**config.mk**
```make
export PLATFORM = sky130hd
export DESIGN_NAME = iob_bus_split_pipe
export DESIGN_NICKNAME = d
export VERILOG_FILES = /design/src/rtl/iob_bus_split_pipe.sv
export SDC_FILE = /design/constraint.sdc
export NUM_CORES = 1
export LEC_CHECK = 0
export BUFFER_PORTS_ARGS = -buffer_cell sky130_fd_sc_hd__buf_2
export CAP_MARGIN = 5
export CORE_AREA = 3 3 199 201
export DETAILED_ROUTE_END_ITERATION = 8
export DIE_AREA = 0 0 202 204
export PLACE_DENSITY = 0.43
export SLEW_MARGIN = 20
export SYNTH_ARGS = -nofsm -noshare
export SYNTH_HDL_FRONTEND = slang
export SYNTH_SLANG_ARGS = --single-unit
```
**constraint.sdc**
```tcl
create_clock -name clk -period 2.97 [get_ports clk]
set_clock_uncertainty 0.1 [all_clocks]
set_input_delay 0 -clock clk [delete_from_list [all_inputs] [get_ports clk]]
set_output_delay 0 -clock clk [all_outputs]
set_load 0.005 [all_outputs]
```
**src/rtl/iob_bus_split_pipe.sv**
```systemverilog
// iob_bus_split_pipe: N-way IOb splitter with pipelined, in-order response routing.
// Define IOB_BUS_SPLIT_ERR_EN to add an internal error target for out-of-range selects.
module iob_bus_split_pipe #(
    parameter int ADDR_W   = 32,
    parameter int DATA_W   = 32,
    parameter int N_SLAVES = 4,
    parameter int SEL_W    = 2,
    parameter int P_MSB    = ADDR_W - 1,
    parameter int MAX_OUT  = 4,
    localparam int REQ_W   = 1 + ADDR_W + DATA_W + DATA_W / 8,
    localparam int RESP_W  = DATA_W + 2
) (
    input  logic                         clk,
    input  logic                         rst,
    input  logic [REQ_W-1:0]             m_req,
    output logic [RESP_W-1:0]            m_resp,
    output logic [N_SLAVES*REQ_W-1:0]    s_req,
    input  logic [N_SLAVES*RESP_W-1:0]   s_resp,
    output logic                         busy,
    output logic                         err
);
    // One extra index bit so the error target (index N_SLAVES) always fits
    localparam int T_W = SEL_W + 1;
    localparam int CNT_W = $clog2(MAX_OUT) + 1;
    localparam logic [T_W-1:0] NT = T_W'(N_SLAVES);
    localparam logic [CNT_W-1:0] MO = CNT_W'(MAX_OUT);

    logic [CNT_W-1:0] cnt_q, cnt_d;
    logic [T_W-1:0] cur_sel_q, sel, tgt;
    logic [2**T_W-1:0] t_rdy, t_rv;
    logic [DATA_W-1:0] t_rd [2**T_W];
    logic avalid, allowed, ready, rvalid;

    assign avalid = m_req[REQ_W-1];
    assign sel = {1'b0, m_req[REQ_W-1-ADDR_W+P_MSB -: SEL_W]};

`ifdef IOB_BUS_SPLIT_ERR_EN
    localparam logic [DATA_W-1:0] ERR_DATA = DATA_W'({(DATA_W + 31) / 32{32'hDEADBEEF}});
    logic err_hit, err_q, err_rv_q;
    assign err_hit = sel >= NT;
    assign tgt = err_hit ? NT : sel;
    assign err = err_q;
    always_ff @(posedge clk) begin
        if (rst) begin
            err_q <= 1'b0;
            err_rv_q <= 1'b0;
        end else begin
            err_rv_q <= ready & err_hit;
            err_q <= err_q | (ready & err_hit);
        end
    end
`else
    localparam logic [T_W-1:0] NL = T_W'(N_SLAVES - 1);
    assign tgt = (sel >= NT) ? NL : sel;
    assign err = 1'b0;
`endif

    always_comb begin
        t_rdy = '0;
        t_rv = '0;
        for (int k = 0; k < 2**T_W; k++) t_rd[k] = '0;
        for (int k = 0; k < N_SLAVES; k++) begin
            t_rdy[k] = s_resp[k*RESP_W];
            t_rv[k] = s_resp[k*RESP_W+1];
            t_rd[k] = s_resp[k*RESP_W+2 +: DATA_W];
        end
`ifdef IOB_BUS_SPLIT_ERR_EN
        t_rdy[N_SLAVES] = 1'b1;
        t_rv[N_SLAVES] = err_rv_q;
        t_rd[N_SLAVES] = ERR_DATA;
`endif
    end

    // Switching targets waits for a drained pipe, which keeps responses in order
    assign allowed = ~rst & avalid & ((cnt_q == '0) | (tgt == cur_sel_q & cnt_q < MO));
    assign ready = allowed & t_rdy[tgt];
    assign rvalid = ~rst & (cnt_q != '0) & t_rv[cur_sel_q];
    assign m_resp = {{DATA_W{rvalid}} & t_rd[cur_sel_q], rvalid, ready};
    assign busy = cnt_q != '0;
    assign cnt_d = cnt_q + CNT_W'(ready) - CNT_W'(rvalid);

    always_comb begin
        s_req = '0;
        for (int k = 0; k < N_SLAVES; k++)
            if (allowed && tgt == T_W'(k)) s_req[k*REQ_W +: REQ_W] = m_req;
    end

    always_ff @(posedge clk) begin
        if (rst) begin
            cnt_q <= '0;
            cur_sel_q <= '0;
        end else begin
            cnt_q <= cnt_d;
            if (ready) cur_sel_q <= tgt;
        end
    end
endmodule

```
* Yosys cells after proc, flatten, opt, wreduce, memory -nomap -nowiden *
Cells that the tools add are included.

storage, ports and cells
  bits in registers = 6
  output and inout bits = 312
  logic and storage cells = 42

operators by class
  $add $sub $neg = 2
  order comparisons = 5
  eq/ne operators = 4
  muxes and demuxes = 12
  bitwise gates (word level) = 10
  reductions and logical operators = 7

operators by type and width
  operator                                                                       number
  69-bit two-way mux                                                             4
  32-bit binary-select mux with 3-bit select                                     1
  32-bit two-way mux                                                             2
  32-bit AND                                                                     1
  1-bit AND                                                                      6
  1-bit binary-select mux with 3-bit select                                      2
  3-bit zero test                                                                2
  2-bit equality test (second input constant)                                    2
  4-bit >= comparator (second input constant)                                    1
  1-bit logical AND                                                              4
  2-bit by 4-bit less-than comparator with 1-bit output (second input constant)  1
  3-bit by 4-bit less-than comparator with 1-bit output (second input constant)  1
  3-bit NOT with 4-bit output                                                    1
  3-bit by 1-bit adder with 3-bit output                                         1
  2-bit by 3-bit equality test with 1-bit output                                 1
  2-bit by 3-bit >= comparator with 1-bit output (second input constant)         1
  3-bit less-than comparator (second input constant)                             1
  3-bit nonzero test                                                             1
  3-bit by 1-bit subtractor with 3-bit output                                    1
  2-bit by 1-bit equality test with 1-bit output (second input constant)         1
  1-bit two-way mux                                                              2
  2-bit two-way mux                                                              1
  1-bit NOT                                                                      1
  1-bit OR                                                                       1

* Logic depth before layout (Yosys ltp) *
Gate-level depths: netlist of the first run.

  depth after elaboration = 9
  mapped depth = 13
  gate-level depth less buffers = 12

* Worst setup path before layout of the first run *
Ideal clock, no wire load.

  kind = register to register
  start point = register cur_sel_q[0]
  end point = register cnt_q[2]
  data arrival time = 2.508 ns
  slack = 0.248 ns
  cell stages (with the launch flop) = 14
  path through = dfxtp_1 > buf_2 > mux4_2 > clkbuf_1 > nand2_1 > inv_1 > ha_1 > inv_1 > ha_1 > inv_1 > fa_1 > xor2_1 > xnor2_1 > nor2_1

RTL lines
  item                                         line  text
  from (decl)                                  29    logic [T_W-1:0] cur_sel_q, sel, tgt;
  from (signal assigned)                       94    if (ready) cur_sel_q <= tgt;
  1-bit binary-select mux with 3-bit select    77    assign rvalid = ~rst & (cnt_q != '0) & t_rv[cur_sel_q];
  1-bit two-way mux (not written as such)      77
  1-bit AND                                    77
  named net rvalid                             32    logic avalid, allowed, ready, rvalid;
  3-bit by 1-bit subtractor with 3-bit output  80    assign cnt_d = cnt_q + CNT_W'(ready) - CNT_W'(rvalid);
  to (signal assigned)                         93    cnt_q <= cnt_d;
  to (decl)                                    28    logic [CNT_W-1:0] cnt_q, cnt_d;

The timed path passes the listed nets, and every way through them passes these cells. The select of a mux whose other input is x is not followed.
A chain may end at the register's enable or synchronous reset.

* Worst setup path in the final report of the first run *
  start point = input rst
  end point = register cnt_q[2]

on the way
  word-level cells in the longest chain between the ends = 6

ends and longest elaborated chain
  item                                         line    text
  from (decl)                                  14      input logic rst,
  1-bit NOT                                    75, 77
  1-bit AND (2 in a row)                       75      assign allowed = ~rst & avalid & ((cnt_q == '0) | (tgt == cur_sel_q & cnt_q < MO));
  1-bit AND                                    76      assign ready = allowed & t_rdy[tgt];
  3-bit by 1-bit adder with 3-bit output       80
  3-bit by 1-bit subtractor with 3-bit output  80

Several ways; a longest one is shown, not always the timed one.

==> results.toml, run 1 <==
[synthesis]
synth-seq-cells = 5
synth_fa_ha_area_share_pct = 1.38
synth.distinct_cells = 28
synthDominantCellAreaShare_pct = 50.6
netlist_top_cells_area = "and2_1 (51%), mux4_2 (23%), and3_1 (6.3%)"
synth-main-ff-cell = "dfxtp_1"
syn-cell-area_um2 = 3270
synth-simple-area-share_pct = 60.3
synthCells = 428
synthMuxAreaShare_pct = 24.0
yosys.area_share.xor_xnor_pct = 1.07
synth_top_family_by_area = "simple AND/OR/NAND/NOR gates"
yosysSeqAreaShare_pct = 3.06
synth-async-reset-ratio_pct = 0
synth-compound-area-share_pct = 1.95
yosysTopAreaCell = "and2_1"
synth_edf_count = 0
ys_warn_count = 0
syn_area_per_cell_um2 = 7.65

[worst_setup_path]
critPathRequiredTime_ps = 2980
reg2regPathDepth = 12
path_max_fanout = 8
r2r_end = "cnt_q[2]"
worstReg2RegStart = "cnt_q[2]"
rrSetupSlack_ps = 480
crit_path_end_kind = "register"
critPathLaunchType = "input port"
crit_arrival_ps = 2640
critical_path_class = "input port to register"

[global_route]
antenna_found_initial = 1
gr-total-overflow = 0
track_usage_pct = 9.20
grt_pass1_vias = 4861
grt_pass1_wl_um = 29500
grt_max_degree = 68

[die]
core_um2 = 37800
num_rows = 71
dieArea_um2 = 41200
die_y_um = 204
die_x_um = 202
ios = 519
initial_core_util_pct = 8.67

[hold_path]
holdPathEnd = "cur_sel_q[0]"
min-delay-start = "m_req[66]"
hp-class = "input port to register"
min_path_cells = 3

[clock_network]
cts_root_buffer = "clkbuf_16"
clk_latency_ps = 230
hold_buffers = 1
numCtsBuffers = 3
post_cts_buffers = 0
cts.repair.resized = 0
cts-htree-levels = 1
path_clk_slew_ps = 30
cts.sink_count = 5
cts_buffer_depth = 2
cts_tree = "built"

[timing]
tightest_slew_ps = 617
fin_setup_tns_ps = 0
finalCritPeriodShare_pct = 88.6
hold_viol_final = 0
min_period_ps = 2630
setup_ws_ps = 338
rsz0062_at_grt = "false"
max_slew_margin_pct = 58.9
max_freq_mhz = 380
drv_slew = 0
finalSetupViolations = 0

[place]
place.gp.congestion = 0.762
pre_cts_ws_ps = 482
hpwl_um = 18300
io_buffer_count = 513

[finish]
final_common_cell = "buf_2"
area_delta_synth_final_pct = 97.9
multi_input_area_um2 = 2950
mostFrequentLayoutCells = "buf_2 (513), and2_1 (265), mux4_2 (34), and3_1 (33), buf_4 (7)"
nets = 1121
antenna_cells = 0
seq_area_um2 = 103
fillers = 4361
drive_gt1_share_pct = 62.5

[power]
power.leakage_nw = 3.95
power.density_nw_per_um2 = 217
ir_drop_v = 0.000126

[detailed_routing]
wl_per_cell_um = 14.8
ant_nets = 0
routed_wl_um = 21100
vias_per_cell = 3.45
dr.pass1.iters = 4
drt_iter0_drc = 249
drcViolationCount = 0
vias = 4901

[outcome]
outcome = "completed"

[job]
drv_cap = 0
## routing by layer
metal / up-vias / routed length [µm] / GRT usage [%]
li1: 2347 / - / -
met1: 2225 / 7690 / 9.97
met2: 316 / 11400 / 18.4
met3: 11 / 1740 / 1.67
met4: 2 / 264 / 2.04
met5: - / 7 / 0
## how the worst max path moves through the flow
stage | start | to | slack (ps) | depth (start not counted)
floorplan | cur_sel_q[0] | cnt_q[2] | 250 | 13
global route | rst | cnt_q[2] | 130 | 13
CTS | rst | cnt_q[2] | 310 | 13
detailed placement | cnt_q[2] | cnt_q[2] | 480 | 12
global placement | cur_sel_q[0] | cnt_q[2] | 490 | 11
finish | rst | cnt_q[2] | 340 | 13
## cells in the mapped netlist (3+ instances only)
cell type,count
dfxtp_1,5
clkbuf_2,11
inv_1,4
a21oi_2,3
nor2_1,4
buf_4,11
and2_1,265
clkbuf_1,20
nand2b_1,4
xnor2_1,3
and3_1,33
a21oi_1,4
mux4_2,34
buf_2,8
## power breakdown
group          switching, W  internal (W)  total, W
clock network     0.0000441      0.000178  0.000222
registers         0.0000191     0.0000856  0.000105
logic              0.000545      0.000536   0.00108
## cell families after synthesis
family	Yosys count
xor gates and xnor gates	4
adders and majority gates	3
AOI/OAI and AO/OA	9
and+or+nand+nor	316
other	1
DFF	5
muxes	36
buffers and inverters	54
## sequential cells by signal, indices dropped and copies added, names as in the netlist
name	cells
cnt_q	3
cur_sel_q	2
## critical path, cell delays in order
cell,delay (ps)
dlygate4sd3_1,570
buf_2,210
nor3b_4,280
and3_1,190
o21ai_0,100
ha_1,310
inv_1,60
ha_1,130
inv_1,50
fa_1,390
xor2_1,160
xnor2_1,130
nor2_1,50
## stage by stage
step                      hold slack, ps  cell area, µm²  util (%)  total power (W)  instances
after CTS                           54.1            6480      17.2          0.00145       1421
after floorplan                    -28.4            3290         -         0.000650        432
after detailed placement             199            6390      16.9          0.00122       1416
after global routing                84.7            6480      17.2          0.00154       1421
after global placement               200            6390      16.9          0.00122       1416
final                               52.3            6480      17.2          0.00141       1421
## area by class of cell
type                       instances  area share (%)
inverter                           4           0.232
clock buffer                       4            1.22
tap                              511            9.87
sequential                         5            1.58
multi-input combinational        373            45.6
timing repair buffer             524            41.5
No activity file was read; power rests on OpenSTA's default activity.
==> run 2, diff against run 1 <==
--- a/config.mk
+++ b/config.mk
@@ -7,9 +7,10 @@
 export LEC_CHECK = 0
 export BUFFER_PORTS_ARGS = -buffer_cell sky130_fd_sc_hd__buf_2
 export CAP_MARGIN = 5
-export CORE_AREA = 3 3 199 201
+export CORE_AREA = 4 4 200 202
+export CTS_CLUSTER_DIAMETER = 40
 export DETAILED_ROUTE_END_ITERATION = 8
-export DIE_AREA = 0 0 202 204
+export DIE_AREA = 0 0 204 206
 export PLACE_DENSITY = 0.43
 export SLEW_MARGIN = 20
 export SYNTH_ARGS = -nofsm -noshare
==> results.toml, run 2 (same netlist as run 1, synthesis figures left out) <==
[die]
core_um2 = 38300
die_y_um = 206
die_x_um = 204
dieArea_um2 = 42000
num_rows = 72
initial_core_util_pct = 8.55
ios = 519

[timing]
min_period_ps = 2650
hold_viol_final = 0
fin_setup_tns_ps = 0
setup_ws_ps = 317
drv_slew = 0
finalCritPeriodShare_pct = 89.3
finalSetupViolations = 0
max_freq_mhz = 377
max_slew_margin_pct = 63.5
rsz0062_at_grt = "false"
tightest_slew_ps = 548

[clock_network]
clk_latency_ps = 220
cts.sink_count = 5
numCtsBuffers = 3
cts_root_buffer = "clkbuf_16"
cts-htree-levels = 1
cts_buffer_depth = 2
path_clk_slew_ps = 30
cts_tree = "built"
post_cts_buffers = 0

[global_route]
grt_max_degree = 60
antenna_found_initial = 6
track_usage_pct = 8.39
gr-total-overflow = 0
grt_pass1_vias = 4726
grt_pass1_wl_um = 27700

[hold_path]
min_path_cells = 3
holdPathEnd = "cur_sel_q[0]"
hp-class = "input port to register"
min-delay-start = "m_req[66]"

[detailed_routing]
dr.pass1.iters = 4
vias_per_cell = 3.45
ant_nets = 0
drt_iter0_drc = 217
drcViolationCount = 0
routed_wl_um = 20600
vias = 4923
wl_per_cell_um = 14.5

[worst_setup_path]
cp_cell_sequence = "dlygate4sd3_1, buf_2, nor3b_4, and3_1, o21ai_0, ha_1, inv_1, ha_1, inv_1, fa_1, xor2_1, xnor2_1, nor2_1"
critical_path.top_delay_family = "adder cells"
critical_path_class = "input port to register"
critPathLaunchType = "input port"
slowest_delay_ps = 530
worst-path-stages = 13
critPathRequiredTime_ps = 2980
worst_path_max_delay_cell = "dlygate4sd3_1"
path_max_fanout = 8
r2r_end = "cnt_q[2]"
path_buf_inv = 4
crit_path_end_kind = "register"
crit_arrival_ps = 2660
reg2regPathDepth = 11
rrSetupSlack_ps = 330
worstReg2RegStart = "cur_sel_q[0]"

[finish]
nets = 1120
stdcell_count = 1428
fillers = 4379
drive_gt1_share_pct = 62.5
mostFrequentLayoutCells = "buf_2 (513), and2_1 (265), mux4_2 (34), and3_1 (33), buf_4 (6)"
area_delta_synth_final_pct = 98.0
largest_reg_flops = 3
final_common_cell = "buf_2"
regMostFlops = "cnt_q"
top_regs = "cnt_q (3), cur_sel_q (2)"

[place]
place.gp.congestion = 0.774
dp_cells = 1422
io_buffer_count = 513
pre_cts_ws_ps = 324
hpwl_um = 17400

[power]
switching_share_pct = 42.8
power_w = 0.00139
power.density_nw_per_um2 = 215
ir_drop_v = 0.000146
power.leakage_nw = 3.94
p_switching_w = 0.000595
clkPwrFrac_pct = 15.7
p_int_w = 0.000796
seqPwrFrac_pct = 7.9
p_comb_share_pct = 76.5

[outcome]
outcome = "completed"

[job]
drv_cap = 0
[run 2: cell types whose count changed in the layout (fill, tap and decap cells not counted), sizes merged]
cell / previous run / this run
buf: 523 / 522
diode: 0 / 1
[run 2: metal layers]
metal  GRT usage (%)  part of all wire (%)  routed length [µm]
met4           0.909                  0.77                 159
met3            1.71                   8.9                1840
met1            9.52                    37                7630
met2            16.6                    53               11000
met5               0                  0.21                  44
[run 2: final cells by class]
| cell class | instances | area, µm² | share of cell area (%) |
|---|---|---|---|
| well taps | 518 | 648 | 10.0 |
| clock buffers | 4 | 78.8 | 1.22 |
| repair buffers | 523 | 2680 | 41.4 |
| multi-input cells | 373 | 2950 | 45.6 |
| inverters | 4 | 15.0 | 0.232 |
| flip-flops and latches | 5 | 103 | 1.58 |
| diodes | 1 | 2.50 | 0.0386 |
[run 2: timing repair]
action,4_1_cts,5_1_grt
hold buffers,1,0
setup endpoints to repair,0,0
hold endpoints to repair,4,0
gates resized for setup,0,0
[run 2: worst min-delay path: cells and delay by family]
kind / cells / cell delay, ps
buf+inv: 1 / 160
simple gates: 1 / 90
mux: 1 / 70
[run 2: stage by stage]
stage               utilization (%)  hold WS (ps)  instance area, µm²
global route                   16.9          73.3                6480
detailed placement             16.7           200                6390
floorplan                         -         -28.4                3290
CTS                            16.9          42.7                6480
global placement               16.7           197                6390
finish                         16.9          46.0                6480
[run 2: worst max-delay path by stage]
stage | start | slack (ps) | to
after floorplan | cur_sel_q[0] | 250 | cnt_q[2]
after global placement | cur_sel_q[0] | 310 | cnt_q[2]
after detailed placement | cur_sel_q[0] | 320 | cnt_q[2]
after CTS | rst | 300 | cnt_q[2]
after global routing | rst | 100 | cnt_q[2]
final | rst | 320 | cnt_q[2]
[run 2: power by group through the flow]
stage / Clock, W / Combinational (W) / Sequential, W
after floorplan: 0 / 0.000551 / 0.0000991
after global placement: 0 / 0.00109 / 0.000110
after detailed placement: 0 / 0.00108 / 0.000111
after CTS: 0.000223 / 0.00109 / 0.000110
after global routing: 0.000231 / 0.00118 / 0.000115
final: 0.000218 / 0.00106 / 0.000109
==> run 3, diff against run 2 <==
==> constraint.sdc (replaced) <==
create_clock -name clk -period 2.97 [get_ports clk]
set_clock_uncertainty 0.1 [all_clocks]
set_input_delay 0.594 -clock clk [delete_from_list [all_inputs] [get_ports clk]]
set_output_delay 0.594 -clock clk [all_outputs]
set_load 0.005 [all_outputs]
==> results.toml, run 3 (same netlist as run 1, synthesis figures left out) <==
[timing]
setup_ws_ps = 138
finalSetupViolations = 0
max_freq_mhz = 353
min_period_ps = 2830
fin_setup_tns_ps = 0
rsz0062_at_grt = "false"
finalCritPeriodShare_pct = 95.3
drv_slew = 0
hold_viol_final = 0

[finish]
top_regs = "cnt_q (3), cur_sel_q (2)"
mostFrequentLayoutCells = "buf_2 (513), and2_1 (265), mux4_2 (34), and3_1 (33), buf_4 (10)"
seq_area_um2 = 103
utilization_pct = 17.2
drive_gt1_share_pct = 62.9
largest_reg_flops = 3
multi_input_area_um2 = 2950
nets = 1127
area_delta_synth_final_pct = 101
final_common_cell = "buf_2"
fillers = 4393
antenna_cells = 0
regMostFlops = "cnt_q"

[worst_setup_path]
cp-startpoint = "rst"
critPathRequiredTime_ps = 2280
crit_path_end_kind = "output pin"
worstReg2RegStart = "cur_sel_q[0]"
path_max_fanout = 40
critical_path_class = "input port to output pin"
crit_arrival_ps = 2140
critPathLaunchType = "input port"

[detailed_routing]
routed_wl_um = 20700
vias_per_cell = 3.46
drcViolationCount = 0
ant_nets = 0
wl_per_cell_um = 14.4
drt_iter0_drc = 186
vias = 4962
dr.pass1.iters = 4

[global_route]
grt_pass1_vias = 4805
track_usage_pct = 8.46
grt_pass1_wl_um = 28000
grt_max_degree = 55
antenna_found_initial = 2
gr-total-overflow = 0

[clock_network]
cts_root_buffer = "clkbuf_16"
clk_latency_ps = 230
cts_tree = "built"
path_clk_slew_ps = 30
hold_buffers = 0
post_cts_buffers = 0
numCtsBuffers = 3
cts.repair.resized = 0
cts-htree-levels = 1
cts.sink_count = 5
cts_buffer_depth = 2

[die]
die_x_um = 204
core_um2 = 38300
die_y_um = 206
initial_core_util_pct = 8.55
num_rows = 72
ios = 519
dieArea_um2 = 42000

[power]
power.leakage_nw = 3.99
power_w = 0.00143
ir_drop_v = 0.000128
power.density_nw_per_um2 = 217
p_comb_share_pct = 77.0
p_int_w = 0.000822
switching_share_pct = 42.5
p_switching_w = 0.000607
clkPwrFrac_pct = 15.6
seqPwrFrac_pct = 7.4

[place]
hpwl_um = 17500
place.gp.congestion = 0.797
pre_cts_ws_ps = 108
io_buffer_count = 513

[hold_path]
hp-class = "register to register"
min-delay-start = "cur_sel_q[0]"

[job]
drv_cap = 0

[outcome]
outcome = "completed"
-- run 3: cell types whose count changed in the layout (fill, tap and decap cells not counted), sizes merged --
cell	before	now
dlygate4sd3	1	0
buf	522	530
diode	1	0
-- run 3: layout make-up --
cell class,count,share of cell area [%]
well taps,518,9.85
multi-input cells,373,44.9
repair buffers,530,42.3
flip-flops and latches,5,1.56
clock buffers,4,1.20
inverters,4,0.228
-- run 3: metal layers --
metal | wire [µm] | track usage (%) | share of wire, % | vias to the layer above
met2 | 11100 | 16.7 | 54 | 306
li1 | - | - | - | 2364
met4 | 301 | 1.65 | 1.5 | 2
met1 | 7410 | 9.53 | 36 | 2272
met3 | 1830 | 1.44 | 8.8 | 18
met5 | 13 | 0 | 0.063 | -
-- run 3: path summary, 6_finish.rpt --
| check | end | slack [ps] | depth (start not counted) |
|---|---|---|---|
| setup / recovery | s_req[173] | 140 | 7 |
| hold / removal | cur_sel_q[0] | 440 | 2 |
| setup reg to reg | cnt_q[2] | 380 | 11 |
| hold reg to reg | cur_sel_q[0] | 440 | 2 |
-- run 3: worst max-delay path, cell delays in order --
cell and delay [ps]:
buf_2 120, nor3b_4 290, nand3_1 310, a21oi_4 300, buf_12 230, and2_1 150, buf_2 110
-- run 3: through the flow --
step	hold slack, ps	cells	area, µm²
6_report	444	1434	6580
5_1_grt	477	1434	6580
4_1_cts	453	1434	6580
3_5_place_dp	450	1430	6500
3_3_place_gp	455	1430	6500
2_1_floorplan	450	432	3290
-- run 3: power by group through the flow --
stage                     combinational [W]  sequential [W]  clock, W
after floorplan                    0.000551       0.0000991         0
after global placement              0.00114        0.000109         0
after detailed placement            0.00112        0.000107         0
after CTS                           0.00113        0.000106  0.000225
after global routing                0.00122        0.000110  0.000231
final                               0.00110        0.000106  0.000223
